==> src/rtl/psram_arb_pkg.sv <==
// Shared types and defaults for the PSRAM request arbiter.
// Used by psram_arb_pick and psram_req_arbiter.
package psram_arb_pkg;

    typedef enum logic [1:0] {
        IDLE  = 2'd0,
        ISSUE = 2'd1,
        BUSY  = 2'd2
    } arb_state_t;

    localparam int REQ_AUDIO = 0;
    localparam int REQ_CNN   = 1;
    localparam int REQ_HOST  = 2;

    localparam int DEF_NREQ    = 3;
    localparam int DEF_ADDR_W  = 24;
    localparam int DEF_LEN_W   = 8;
    localparam int DEF_TIMEOUT = 1023;

    localparam int PERF_W = 16;

    function automatic logic [PERF_W-1:0] sat_inc16(input logic [PERF_W-1:0] v);
        return (v == {PERF_W{1'b1}}) ? v : v + PERF_W'(1);
    endfunction

endpackage

==> src/rtl/psram_arb_pick.sv <==
// Combinational winner select: requester 0 has strict priority, the rest
// are served round-robin starting at the rr pointer.
module psram_arb_pick
    import psram_arb_pkg::*;
#(
    parameter int NREQ  = DEF_NREQ,
    parameter int IDX_W = 2
) (
    input  logic [NREQ-1:0]  req,
    input  logic [IDX_W-1:0] rr,
    output logic [NREQ-1:0]  win,
    output logic [IDX_W-1:0] win_idx,
    output logic             valid
);

    logic hit;

    always_comb begin
        win     = '0;
        win_idx = '0;
        hit     = 1'b0;
        valid   = |req;
        if (req[REQ_AUDIO]) begin
            win[REQ_AUDIO] = 1'b1;
            win_idx        = IDX_W'(REQ_AUDIO);
            hit            = 1'b1;
        end
        // first pass covers rr..NREQ-1, second pass wraps to 1..rr-1
        for (int k = 1; k < NREQ; k++) begin
            if (!hit && req[k] && (k >= int'(rr))) begin
                win[k]  = 1'b1;
                win_idx = IDX_W'(k);
                hit     = 1'b1;
            end
        end
        for (int k = 1; k < NREQ; k++) begin
            if (!hit && req[k]) begin
                win[k]  = 1'b1;
                win_idx = IDX_W'(k);
                hit     = 1'b1;
            end
        end
    end

endmodule

==> src/rtl/psram_req_arbiter.sv <==
// Shares the single PSRAM port among NREQ requesters, one burst at a time.
// Optional performance counters built when PSRAM_ARB_PERF_EN is defined.
module psram_req_arbiter
    import psram_arb_pkg::*;
#(
    parameter int NREQ    = DEF_NREQ,
    parameter int ADDR_W  = DEF_ADDR_W,
    parameter int LEN_W   = DEF_LEN_W,
    parameter int TIMEOUT = DEF_TIMEOUT
) (
    input  logic                     clk,
    input  logic                     rst,
    input  logic [NREQ-1:0]          req_i,
    input  logic [NREQ-1:0]          req_we_i,
    input  logic [NREQ*ADDR_W-1:0]   req_addr_i,
    input  logic [NREQ*LEN_W-1:0]    req_len_i,
    output logic [NREQ-1:0]          gnt_o,
    output logic [NREQ-1:0]          done_o,
    output logic                     err_o,
    output logic                     busy_o,
    output logic                     mem_start_o,
    output logic                     mem_we_o,
    output logic [ADDR_W-1:0]        mem_addr_o,
    output logic [LEN_W-1:0]         mem_len_o,
    input  logic                     mem_done_i,
    output logic [NREQ*16+15:0]      perf_cnt_o
);

    localparam int IDX_W  = (NREQ > 1) ? $clog2(NREQ) : 1;
    localparam int TCNT_W = $clog2(TIMEOUT + 1);

    arb_state_t         state, state_nxt;
    logic [IDX_W-1:0]   rr;
    logic [IDX_W-1:0]   win_idx_q;
    logic [NREQ-1:0]    win_q;
    logic [TCNT_W-1:0]  tcnt;
    logic               timeout_hit;

    logic [NREQ-1:0]    pick_win;
    logic [IDX_W-1:0]   pick_idx;
    logic               pick_valid;

    psram_arb_pick #(
        .NREQ  (NREQ),
        .IDX_W (IDX_W)
    ) u_pick (
        .req     (req_i),
        .rr      (rr),
        .win     (pick_win),
        .win_idx (pick_idx),
        .valid   (pick_valid)
    );

    // tcnt holds k-1 during the k-th BUSY cycle
    assign timeout_hit = (tcnt == TCNT_W'(TIMEOUT - 1));

    always_ff @(posedge clk or posedge rst) begin
        if (rst) state <= IDLE;
        else     state <= state_nxt;
    end

    always_comb begin
        state_nxt = state;
        case (state)
            IDLE:    if (pick_valid) state_nxt = ISSUE;
            ISSUE:   state_nxt = BUSY;
            BUSY:    if (mem_done_i || timeout_hit) state_nxt = IDLE;
            default: state_nxt = IDLE;
        endcase
    end

    always_comb begin
        gnt_o       = '0;
        mem_start_o = 1'b0;
        busy_o      = 1'b0;
        case (state)
            ISSUE: begin
                gnt_o       = win_q;
                mem_start_o = 1'b1;
                busy_o      = 1'b1;
            end
            BUSY:    busy_o = 1'b1;
            default: ;
        endcase
    end

    always_ff @(posedge clk or posedge rst) begin
        if (rst) begin
            rr         <= IDX_W'(REQ_CNN);
            win_idx_q  <= '0;
            win_q      <= '0;
            tcnt       <= '0;
            done_o     <= '0;
            err_o      <= 1'b0;
            mem_we_o   <= 1'b0;
            mem_addr_o <= '0;
            mem_len_o  <= '0;
        end else begin
            done_o <= '0;
            err_o  <= 1'b0;
            case (state)
                IDLE: begin
                    if (pick_valid) begin
                        win_q      <= pick_win;
                        win_idx_q  <= pick_idx;
                        mem_we_o   <= req_we_i[pick_idx];
                        mem_addr_o <= req_addr_i[pick_idx*ADDR_W +: ADDR_W];
                        mem_len_o  <= req_len_i[pick_idx*LEN_W +: LEN_W];
                    end
                end
                ISSUE: begin
                    tcnt <= '0;
                    // audio grants leave the round-robin position untouched
                    if (win_idx_q != '0) begin
                        rr <= (win_idx_q == IDX_W'(NREQ - 1)) ? IDX_W'(REQ_CNN)
                                                              : win_idx_q + IDX_W'(1);
                    end
                end
                BUSY: begin
                    tcnt <= tcnt + TCNT_W'(1);
                    if (mem_done_i) begin
                        done_o <= win_q;
                    end else if (timeout_hit) begin
                        done_o <= win_q;
                        err_o  <= 1'b1;
                    end
                end
                default: ;
            endcase
        end
    end

`ifdef PSRAM_ARB_PERF_EN
    logic [PERF_W-1:0] gnt_cnt [NREQ];
    logic [PERF_W-1:0] tmo_cnt;

    always_ff @(posedge clk or posedge rst) begin
        if (rst) begin
            for (int i = 0; i < NREQ; i++) gnt_cnt[i] <= '0;
            tmo_cnt <= '0;
        end else begin
            for (int i = 0; i < NREQ; i++) begin
                if (gnt_o[i]) gnt_cnt[i] <= sat_inc16(gnt_cnt[i]);
            end
            if (err_o) tmo_cnt <= sat_inc16(tmo_cnt);
        end
    end

    always_comb begin
        perf_cnt_o = '0;
        for (int i = 0; i < NREQ; i++) perf_cnt_o[i*PERF_W +: PERF_W] = gnt_cnt[i];
        perf_cnt_o[NREQ*PERF_W +: PERF_W] = tmo_cnt;
    end
`else
    assign perf_cnt_o = '0;
`endif

endmodule
==> config.mk <==
export PLATFORM = sky130hd
export DESIGN_NAME = psram_req_arbiter
export DESIGN_NICKNAME = d
export VERILOG_FILES = /design/src/rtl/psram_arb_pkg.sv /design/src/rtl/psram_arb_pick.sv /design/src/rtl/psram_req_arbiter.sv
export SDC_FILE = /design/constraint.sdc
export NUM_CORES = 1
export LEC_CHECK = 0
export CAP_MARGIN = 20
export CORE_MARGIN = 2
export CORE_UTILIZATION = 25
export DETAILED_ROUTE_END_ITERATION = 6
export SYNTH_ARGS = -nofsm -noshare
export SYNTH_HDL_FRONTEND = slang
export SYNTH_SLANG_ARGS = --single-unit
==> constraint.sdc <==
create_clock -name clk -period 5.4 [get_ports clk]
set_clock_uncertainty 0.05 [all_clocks]
set_input_delay 1.08 -clock clk [delete_from_list [all_inputs] [get_ports clk]]
set_output_delay 1.08 -clock clk [all_outputs]
set_load 0.03 [all_outputs]
==> run metrics, run 1 <==
die height 122 um; Worst Max-Slew Pin Slew 0.784 ns; Starting Density 25.5%; Worst-path clk slew 0.07 ns; Worst Path Arrival 2.02 ns; register area 0.00140 mm^2; Routed WL 10.9 mm; post-layout minimum cycle time 3.15 ns; Synth Instances 379; Final Hold Fails 0; final core utilization 36.7%; most frequent cells in the layout clkdlybuf4s50_1 (146), conb_1 (64), dfrtp_1 (55); fin nets 617; drt drc 0; Antenna Cells 0; Top Ports 211; floorplan row count 43; grt ovf 0; Worst EP required 4.27 ns; headroom to the max-slew limit 47.0%; largest net degree at the start of global routing 57; Max Fclk 318 MHz; multi-input logic area 0.00167 mm^2; gpl congestion 0.787; Mapped Avg Cell Area 9.25 um^2; Post-synth EDFFs 0; port bufs 146; CTS tree built; Yosys cell types 39; drt first pass iters 4; CTS hold repair buffers 0; peak supply drop 0.169 mV; Core Area 0.0138 mm^2; number of nets with antenna violations after routing 0; Yosys warning total 0; CP Class flop to primary output; RSZ-0062 raised after global routing false; startpoint class of the critical path flop; GRT Overall Usage 13.4%; htree depth 2; clock root cell clkbuf_16; die area 0.0150 mm^2; Post-CTS Setup Bufs 0; Vias/cell 4.84; Period Utilization, post-route 58.3%; share of flip-flops with an asynchronous set or reset 100%; leak pwr 1.96 nW; Synth Flop Type dfrtp_1; CTS Buffer Depth 2; status finished, final reports clean; endpoints failing setup 0; CP endpoint kind primary output; Seq/Total Area, Yosys 40.0%; share of cells above drive strength 1 4.33%; Die Span X 122 um; vias in the first global route 3,041; DR vias 3,332; HPWL after detailed placement 7.86 mm; max_cap viols 0; CTS Sinks 56; most common cell after layout, fill and taps aside clkdlybuf4s50_1; Mapped Area 0.00351 mm^2; Routed WL per cell 15.8 um; HP Class flop to flop; post_cts resized 0; Total Power 2.37 mW; clock latency on the worst-skew pair 0.29 ns; pwr dens 469 mW/mm^2; CTS buffer count 5; area grow syn2layout 44.1%; Final Max Tran Viols 0; crit path max fanout 9; initial drt markers 262; # fillers 1,415; initial antenna violation count 0; synthesis-stage register bit count 56; first-pass GRT wire length 15.9 mm; setup TNS 0 ns
==> power by group <==
part	total [mW]	internal (mW)	switching [mW]
clock network	0.374	0.219	0.155
registers	0.686	0.588	0.0981
logic	1.31	0.508	0.803
==> metrics by stage <==
step / cells / setup slack, ns / area, um^2 / hold WS, ns
after detailed placement: 679 / 2.26 / 4860 / 0.385
final: 688 / 2.25 / 5050 / 0.400
after global placement: 678 / 2.26 / 4840 / 0.386
after floorplan: 442 / 2.90 / 3740 / 0.361
after CTS: 687 / 2.23 / 5020 / 0.397
after global routing: 688 / 2.15 / 5050 / 0.414
==> registers in the layout, indices dropped and copies added, names as in the netlist <==
name,flops
err_o,1
mem_len_o,8
tcnt,10
done_o,3
mem_we_o,1
state,2
win_idx_q,2
win_q,3
mem_addr_o,24
rr,2
==> synth_stat cells, types with 3 or more instances <==
| cell | n | area (um^2) |
|---|---|---|
| o31ai_1 | 3 | 22.5 |
| ha_1 | 5 | 62.6 |
| nor2_1 | 39 | 146 |
| o21ai_0 | 6 | 30.0 |
| buf_4 | 66 | 495 |
| a21oi_1 | 8 | 40.0 |
| nand3_1 | 3 | 15.0 |
| o211ai_1 | 33 | 248 |
| buf_2 | 22 | 110 |
| and2_1 | 3 | 18.8 |
| nand2b_1 | 5 | 31.3 |
| a32o_1 | 4 | 40.0 |
| clkbuf_1 | 6 | 22.5 |
| nand2_1 | 10 | 37.5 |
| a31oi_1 | 35 | 219 |
| dfrtp_1 | 55 | 1380 |
| inv_1 | 10 | 37.5 |
| a32oi_1 | 33 | 289 |
| nor2b_1 | 6 | 37.5 |
==> worst max-delay path, cell delays in order (launching register included) <==
cell and delay [ns]:
dfrtp_1 0.40, inv_1 0.08, ha_1 0.34, and2_1 0.21, clkdlybuf4s50_1 0.68
==> cell type report <==
type                       count  share of cell area, %
clock buffer                   6                   2.55
clock inverter                 2                  0.693
inverter                      10                  0.743
multi-input combinational    280                   33.0
sequential                    56                   27.8
tap                          180                   4.46
timing repair buffer         154                   30.8
==> kinds of logic (layout without fill, tap and decap cells) <==
family,Yosys count,count (layout),share of synthesized area (%)
adder cells (fa/ha/maj),5,5,1.78
flip-flops,56,56,40.0
XOR/XNOR,1,1,0.250
AO/OA/AOI/OAI,129,129,27.0
buffers and inverters,106,172,19.4
AND/OR/NAND/NOR,79,79,10.9
other,1,64,0.107
multiplexers,2,2,0.571
==> layer usage <==
layer / up-vias / GRT usage (%) / wire (um)
met5: - / 0 / 0
met4: 0 / 3.30 / 114
met3: 9 / 2.79 / 946
met2: 168 / 23.2 / 5320
met1: 1612 / 17.1 / 4470
li1: 1543 / - / -
==> worst paths after layout <==
| kind | depth (start not counted) | from | slack (ns) | end |
|---|---|---|---|---|
| min in group asynchronous | 3 | rst | 1.25 | mem_addr_o[6] |
| max in group asynchronous | 3 | rst | 3.54 | mem_len_o[7] |
| hold / removal | 1 | win_idx_q[0] | 0.40 | rr[0] |
| setup / recovery | 4 | state[1] | 2.25 | gnt_o[0] |
| hold reg to reg | 1 | win_idx_q[0] | 0.40 | rr[0] |
| setup reg to reg | 5 | state[0] | 3.45 | state[0] |
(Power assumes the default switching activity.)
==> run 2, diff against run 1 <==
==> constraint.sdc (replaced) <==
create_clock -name clk -period 3 [get_ports clk]
set_clock_uncertainty 0.05 [all_clocks]
set_input_delay 0.6 -clock clk [delete_from_list [all_inputs] [get_ports clk]]
set_output_delay 0.6 -clock clk [all_outputs]
set_load 0.03 [all_outputs]
==> run metrics, run 2 (synthesis results as in run 1) <==
status finished, final reports clean (unchanged); max_cap viols 0 (unchanged); drt first pass iters 4 (unchanged); Max Fclk 375 MHz; drt drc 0 (unchanged); die height 122 um (unchanged); final instance area 0.00507 mm^2 (was 0.00505 mm^2); CTS Buffer Depth 2 (unchanged); most frequent cells in the layout clkdlybuf4s50_1 (146), conb_1 (64), dfrtp_1 (55) (unchanged); die area 0.0150 mm^2 (unchanged); FF-to-FF Start state[0] (unchanged); Worst Max-Slew Pin Slew 0.852 ns (was 0.784 ns); CP endpoint kind primary output (unchanged); final core utilization 36.8% (was 36.7%); register name with the most flops mem_addr_o (unchanged); Worst-path clk slew 0.08 ns (was 0.07 ns); CP Class flop to primary output (unchanged); register area 0.00140 mm^2 (unchanged); HPWL after detailed placement 8.28 mm (was 7.86 mm); crit path max fanout 9 (unchanged); Vias/cell 4.89 (was 4.84); initial antenna violation count 0 (unchanged); floorplan row count 43 (unchanged); headroom to the max-slew limit 42.4% (was 47.0%); CTS buffer count 5 (unchanged); RSZ-0062 raised after global routing false (unchanged); area grow syn2layout 44.5% (was 44.1%); peak supply drop 0.360 mV (was 0.169 mV); Period Utilization, post-route 88.9%; CTS tree built (unchanged); sequence of cells on the critical path inv_1 -> ha_1 -> and2_1 -> clkdlybuf4s50_1 (unchanged); Layout Cells excl Fill 689 (was 688); Core Area 0.0138 mm^2 (unchanged); largest net degree at the start of global routing 55 (was 57); CTS hold repair buffers 0 (unchanged); port bufs 146 (unchanged); most common cell after layout, fill and taps aside clkdlybuf4s50_1 (unchanged); reg2reg end state[1] (was state[0]); Total Power 4.33 mW (was 2.37 mW); Largest regs mem_addr_o x24, tcnt x10, mem_len_o x8 (unchanged); hold depth 1 (unchanged); worst path bufs/invs 2 (unchanged); HP Class flop to flop (unchanged); startpoint class of the critical path flop (unchanged); clock latency on the worst-skew pair 0.29 ns (about the same); busiest grt layer met2 (unchanged); Routed WL 11.3 mm (was 10.9 mm); Reg2Reg Depth 5 (unchanged); setup TNS 0 ns (unchanged); fin nets 618 (was 617); vias in the first global route 3,202 (was 3,041); Routed WL per cell 16.3 um (was 15.8 um); Worst EP required 2.35 ns (was 4.27 ns); number of nets with antenna violations after routing 0 (unchanged); pwr dens 855 mW/mm^2 (was 469 mW/mm^2); slowest cell on the critical path clkdlybuf4s50_1 (unchanged); Starting Density 25.5% (unchanged); grt ovf 0 (unchanged); Die Span X 122 um (unchanged); CP delay by family, top buffers and inverters (unchanged); post_cts resized 0 (unchanged); placed insts 681 (was 679); post-layout minimum cycle time 2.67 ns; GRT Overall Usage 14.1% (was 13.4%); CTS Sinks 56 (unchanged); max FFs per register 24 (unchanged); DR vias 3,372 (was 3,332); reg-to-reg slack, setup 1.04 ns (was 3.45 ns); Crit path largest cell delay 0.68 ns (about the same); share of cells above drive strength 1 4.72% (was 4.33%); Placement Cell Area 0.00489 mm^2 (was 0.00486 mm^2); first-pass GRT wire length 16.9 mm (was 15.9 mm); Post-CTS Setup Bufs 0 (unchanged); met1 Usage GRT 18.8% (was 17.1%); initial drt markers 239 (was 262); Worst Path Arrival 2.02 ns (about the same); multi-input logic area 0.00167 mm^2 (unchanged); clock root cell clkbuf_16 (unchanged); leak pwr 1.97 nW (was 1.96 nW); met3 Use GR 2.09% (was 2.79%); gpl congestion 0.792 (was 0.787); htree depth 2 (unchanged); Final Hold Fails 0 (unchanged); hold_sp win_idx_q[0] (unchanged); Top Ports 211 (unchanged); endpoints failing setup 0 (unchanged); met2 usage 23.7% (was 23.2%); Final Max Tran Viols 0 (unchanged); Hold EP rr[0] (unchanged); # fillers 1,418 (was 1,415); Antenna Cells 0 (unchanged)
==> run 2: cell types whose count changed in the layout (fill, tap and decap cells not counted) <==
cell / delta
buf_12: +1
buf_16: -1
buf_4: +1
clkbuf_1: -1
clkbuf_8: +1
clkinv_2: -1
clkinv_4: +1
==> run 2: stage by stage <==
step / hold slack (ns) / worst slack, ns
global placement: 0.400 / 0.510
global route: 0.419 / 0.211
CTS: 0.406 / 0.309
detailed placement: 0.397 / 0.431
floorplan: 0.361 / 0.980
finish: 0.414 / 0.332
==> run 2: where the power goes <==
group	internal, mW	leakage, nW	total [mW]	switching, mW
Sequential	1.06	0.677	1.24	0.181
Combinational	0.919	1.20	2.39	1.47
Clock	0.419	0.0871	0.703	0.283
==> run 2: final cells by class <==
class,instances,area share [%]
flip-flops and latches,56,27.7
repair buffers,155,30.7
inverters,10,0.741
well taps,180,4.45
clock buffers,6,2.74
multi-input cells,280,32.9
clock inverters,2,0.766
==> run 2: worst max-delay path by stage <==
stage	startpoint	endpoint	slack (ns)	cells after the start
finish	state[1]	gnt_o[0]	0.33	4
floorplan	rst	done_o[0]	0.98	1
global route	state[1]	gnt_o[0]	0.21	4
global placement	req_i[2]	mem_len_o[6]	0.51	5
CTS	state[1]	gnt_o[0]	0.31	4
detailed placement	req_i[2]	mem_addr_o[6]	0.43	5
==> run 2: metal layers <==
layer / routed length [um] / up-vias
li1: - / 1542
met1: 4820 / 1634
met2: 5290 / 180
met3: 924 / 16
met4: 217 / 0
met5: 0 / -
==> run 2: worst register-to-register path, cell delays in order (launching register included) <==
cell and delay (ns):
dfrtp_1 0.40, inv_1 0.09, ha_1 0.25, nor4b_1 0.72, o21ai_0 0.22, o32ai_1 0.14
==> run 3, diff against run 2 <==
==> constraint.sdc (replaced) <==
create_clock -name clk -period 3.4 [get_ports clk]
set_clock_uncertainty 0.05 [all_clocks]
set_input_delay 0.68 -clock clk [delete_from_list [all_inputs] [get_ports clk]]
set_output_delay 0.68 -clock clk [all_outputs]
set_load 0.03 [all_outputs]
==> run metrics, run 3 (synthesis results as in run 1) <==
largest net degree at the start of global routing 55 (unchanged); pwr dens 734 mW/mm^2 (was 855 mW/mm^2); RSZ-0062 raised after global routing false (unchanged); Placement Cell Area 0.00486 mm^2 (was 0.00489 mm^2); # fillers 1,403 (was 1,418); DR vias 3,285 (was 3,372); final core utilization 36.4% (was 36.8%); Largest regs mem_addr_o x24, tcnt x10, mem_len_o x8 (unchanged); post_cts resized 0 (unchanged); vias in the first global route 2,995 (was 3,202); CP endpoint kind primary output (unchanged); grt ovf 0 (unchanged); Worst-path clk slew 0.07 ns (was 0.08 ns); sequence of cells on the critical path inv_1 -> ha_1 -> and2_1 -> clkdlybuf4s50_1 (unchanged); max FFs per register 24 (unchanged); status finished, final reports clean (unchanged); CTS tree built (unchanged); drt first pass iters 7 (was 4); Final Max Tran Viols 0 (unchanged); Max Fclk 366 MHz; most frequent cells in the layout clkdlybuf4s50_1 (146), conb_1 (64), dfrtp_1 (55) (unchanged); multi-input logic area 0.00167 mm^2 (unchanged); worst path bufs/invs 2 (unchanged); Final Hold Fails 0 (unchanged); peak supply drop 0.258 mV (was 0.360 mV); startpoint class of the critical path flop (unchanged); Routed WL per cell 15.4 um (was 16.3 um); Worst Hold Slack 0.406 ns (was 0.414 ns); Period Utilization, post-route 80.4%; CTS Buffer Depth 2 (unchanged); area grow syn2layout 43.0% (was 44.5%); Routed WL 10.6 mm (was 11.3 mm); HP Class flop to flop (unchanged); max_cap viols 0 (unchanged); crit path max fanout 9 (unchanged); Int Power 2.02 mW (was 2.40 mW); Clk network pwr share 14.5% (was 16.2%); Antenna Cells 0 (unchanged); die height 122 um (unchanged); Crit path largest cell delay 0.67 ns (was 0.68 ns); share of cells above drive strength 1 4.52% (was 4.72%); fin nets 618 (unchanged); CTS buffer count 5 (unchanged); setup TNS 0 ns (unchanged); hold depth 1 (unchanged); number of nets with antenna violations after routing 0 (unchanged); initial drt markers 260 (was 239); cell depth of the worst setup path 4 (unchanged); Worst Path Arrival 2.01 ns (was 2.02 ns); Vias/cell 4.77 (was 4.89); gpl congestion 0.774 (was 0.792); Post-CTS Setup Bufs 0 (unchanged); leak pwr 1.94 nW (was 1.97 nW); switching pwr 1.66 mW (was 1.93 mW); CP delay by family, top buffers and inverters (unchanged); GRT Overall Usage 13.2% (was 14.1%); sw frac 45.1% (was 44.7%); Core Area 0.0138 mm^2 (unchanged); register name with the most flops mem_addr_o (unchanged); HPWL after detailed placement 8.02 mm (was 8.28 mm); slowest cell on the critical path clkdlybuf4s50_1 (unchanged); floorplan row count 43 (unchanged); Top Ports 211 (unchanged); CP Class flop to primary output (unchanged); power share of the combinational group 56.0% (was 55.2%); CTS hold repair buffers 0 (unchanged); clock latency on the worst-skew pair 0.29 ns (about the same); first-pass GRT wire length 15.8 mm (was 16.9 mm); Flop pwr share 29.6% (was 28.6%); htree depth 2 (unchanged); die area 0.0150 mm^2 (unchanged); drt drc 0 (unchanged); final instance area 0.00501 mm^2 (was 0.00507 mm^2); endpoints failing setup 0 (unchanged); Worst EP required 2.67 ns (was 2.35 ns); headroom to the max-slew limit 29.4% (was 42.4%); clock root cell clkbuf_16 (unchanged); port bufs 146 (unchanged); Total Power 3.68 mW (was 4.33 mW); Reg2Reg Depth 6 (was 5); CTS Sinks 56 (unchanged); post-layout minimum cycle time 2.74 ns; Worst Max-Slew Pin Slew 1.06 ns (was 0.852 ns); Die Span X 122 um (unchanged); most common cell after layout, fill and taps aside clkdlybuf4s50_1 (unchanged); Starting Density 25.5% (unchanged); initial antenna violation count 0 (unchanged); register area 0.00140 mm^2 (unchanged)
[run 3: changes by cell type in the layout (fill, tap and decap cells not counted)]
cell,previous run,this run
buf_4,7,9
bufinv_16,1,0
clkbuf_1,0,1
buf_12,2,0
clkinvlp_4,0,1
clkinv_4,1,0
[run 3: metal layers]
metal | track usage, % | up-vias | part of all wire, %
met5 | 0 | - | 0
met4 | 4.60 | 0 | 2.3
met3 | 3.76 | 16 | 9.3
met2 | 22.2 | 147 | 48
met1 | 16.2 | 1577 | 41
li1 | - | 1545 | -
[run 3: area by class of cell]
type	instances	area share [%]
Sequential cell	56	28.0
Inverter	10	0.749
Clock buffer	7	2.85
Timing Repair Buffer	155	30.5
Tap cell	180	4.49
Clock inverter	1	0.150
Multi-Input combinational cell	280	33.3
[run 3: power groups by stage]
stage / logic [mW] / clock network (mW) / registers, mW
after floorplan: 0.953 / 0 / 1.48
after global placement: 2.05 / 0 / 1.09
after detailed placement: 2.07 / 0 / 1.10
after CTS: 2.08 / 0.547 / 1.09
after global routing: 2.23 / 0.570 / 1.12
final: 2.06 / 0.532 / 1.09
[run 3: final timing paths]
kind,startpoint,to,slack [ns]
worst min-delay path,win_idx_q[0],rr[0],0.41
max in group asynchronous,rst,rr[0],1.84
worst max register to register,state[0],mem_addr_o[15],1.42
worst max-delay path,state[1],gnt_o[0],0.66
worst min register to register,win_idx_q[0],rr[0],0.41
min in group asynchronous,rst,mem_addr_o[6],0.76
[run 3: stage by stage]
step	setup slack [ns]	std cells
floorplan	1.30	442
global placement	0.765	681
detailed placement	0.739	681
CTS	0.637	689
global route	0.551	689
finish	0.665	689
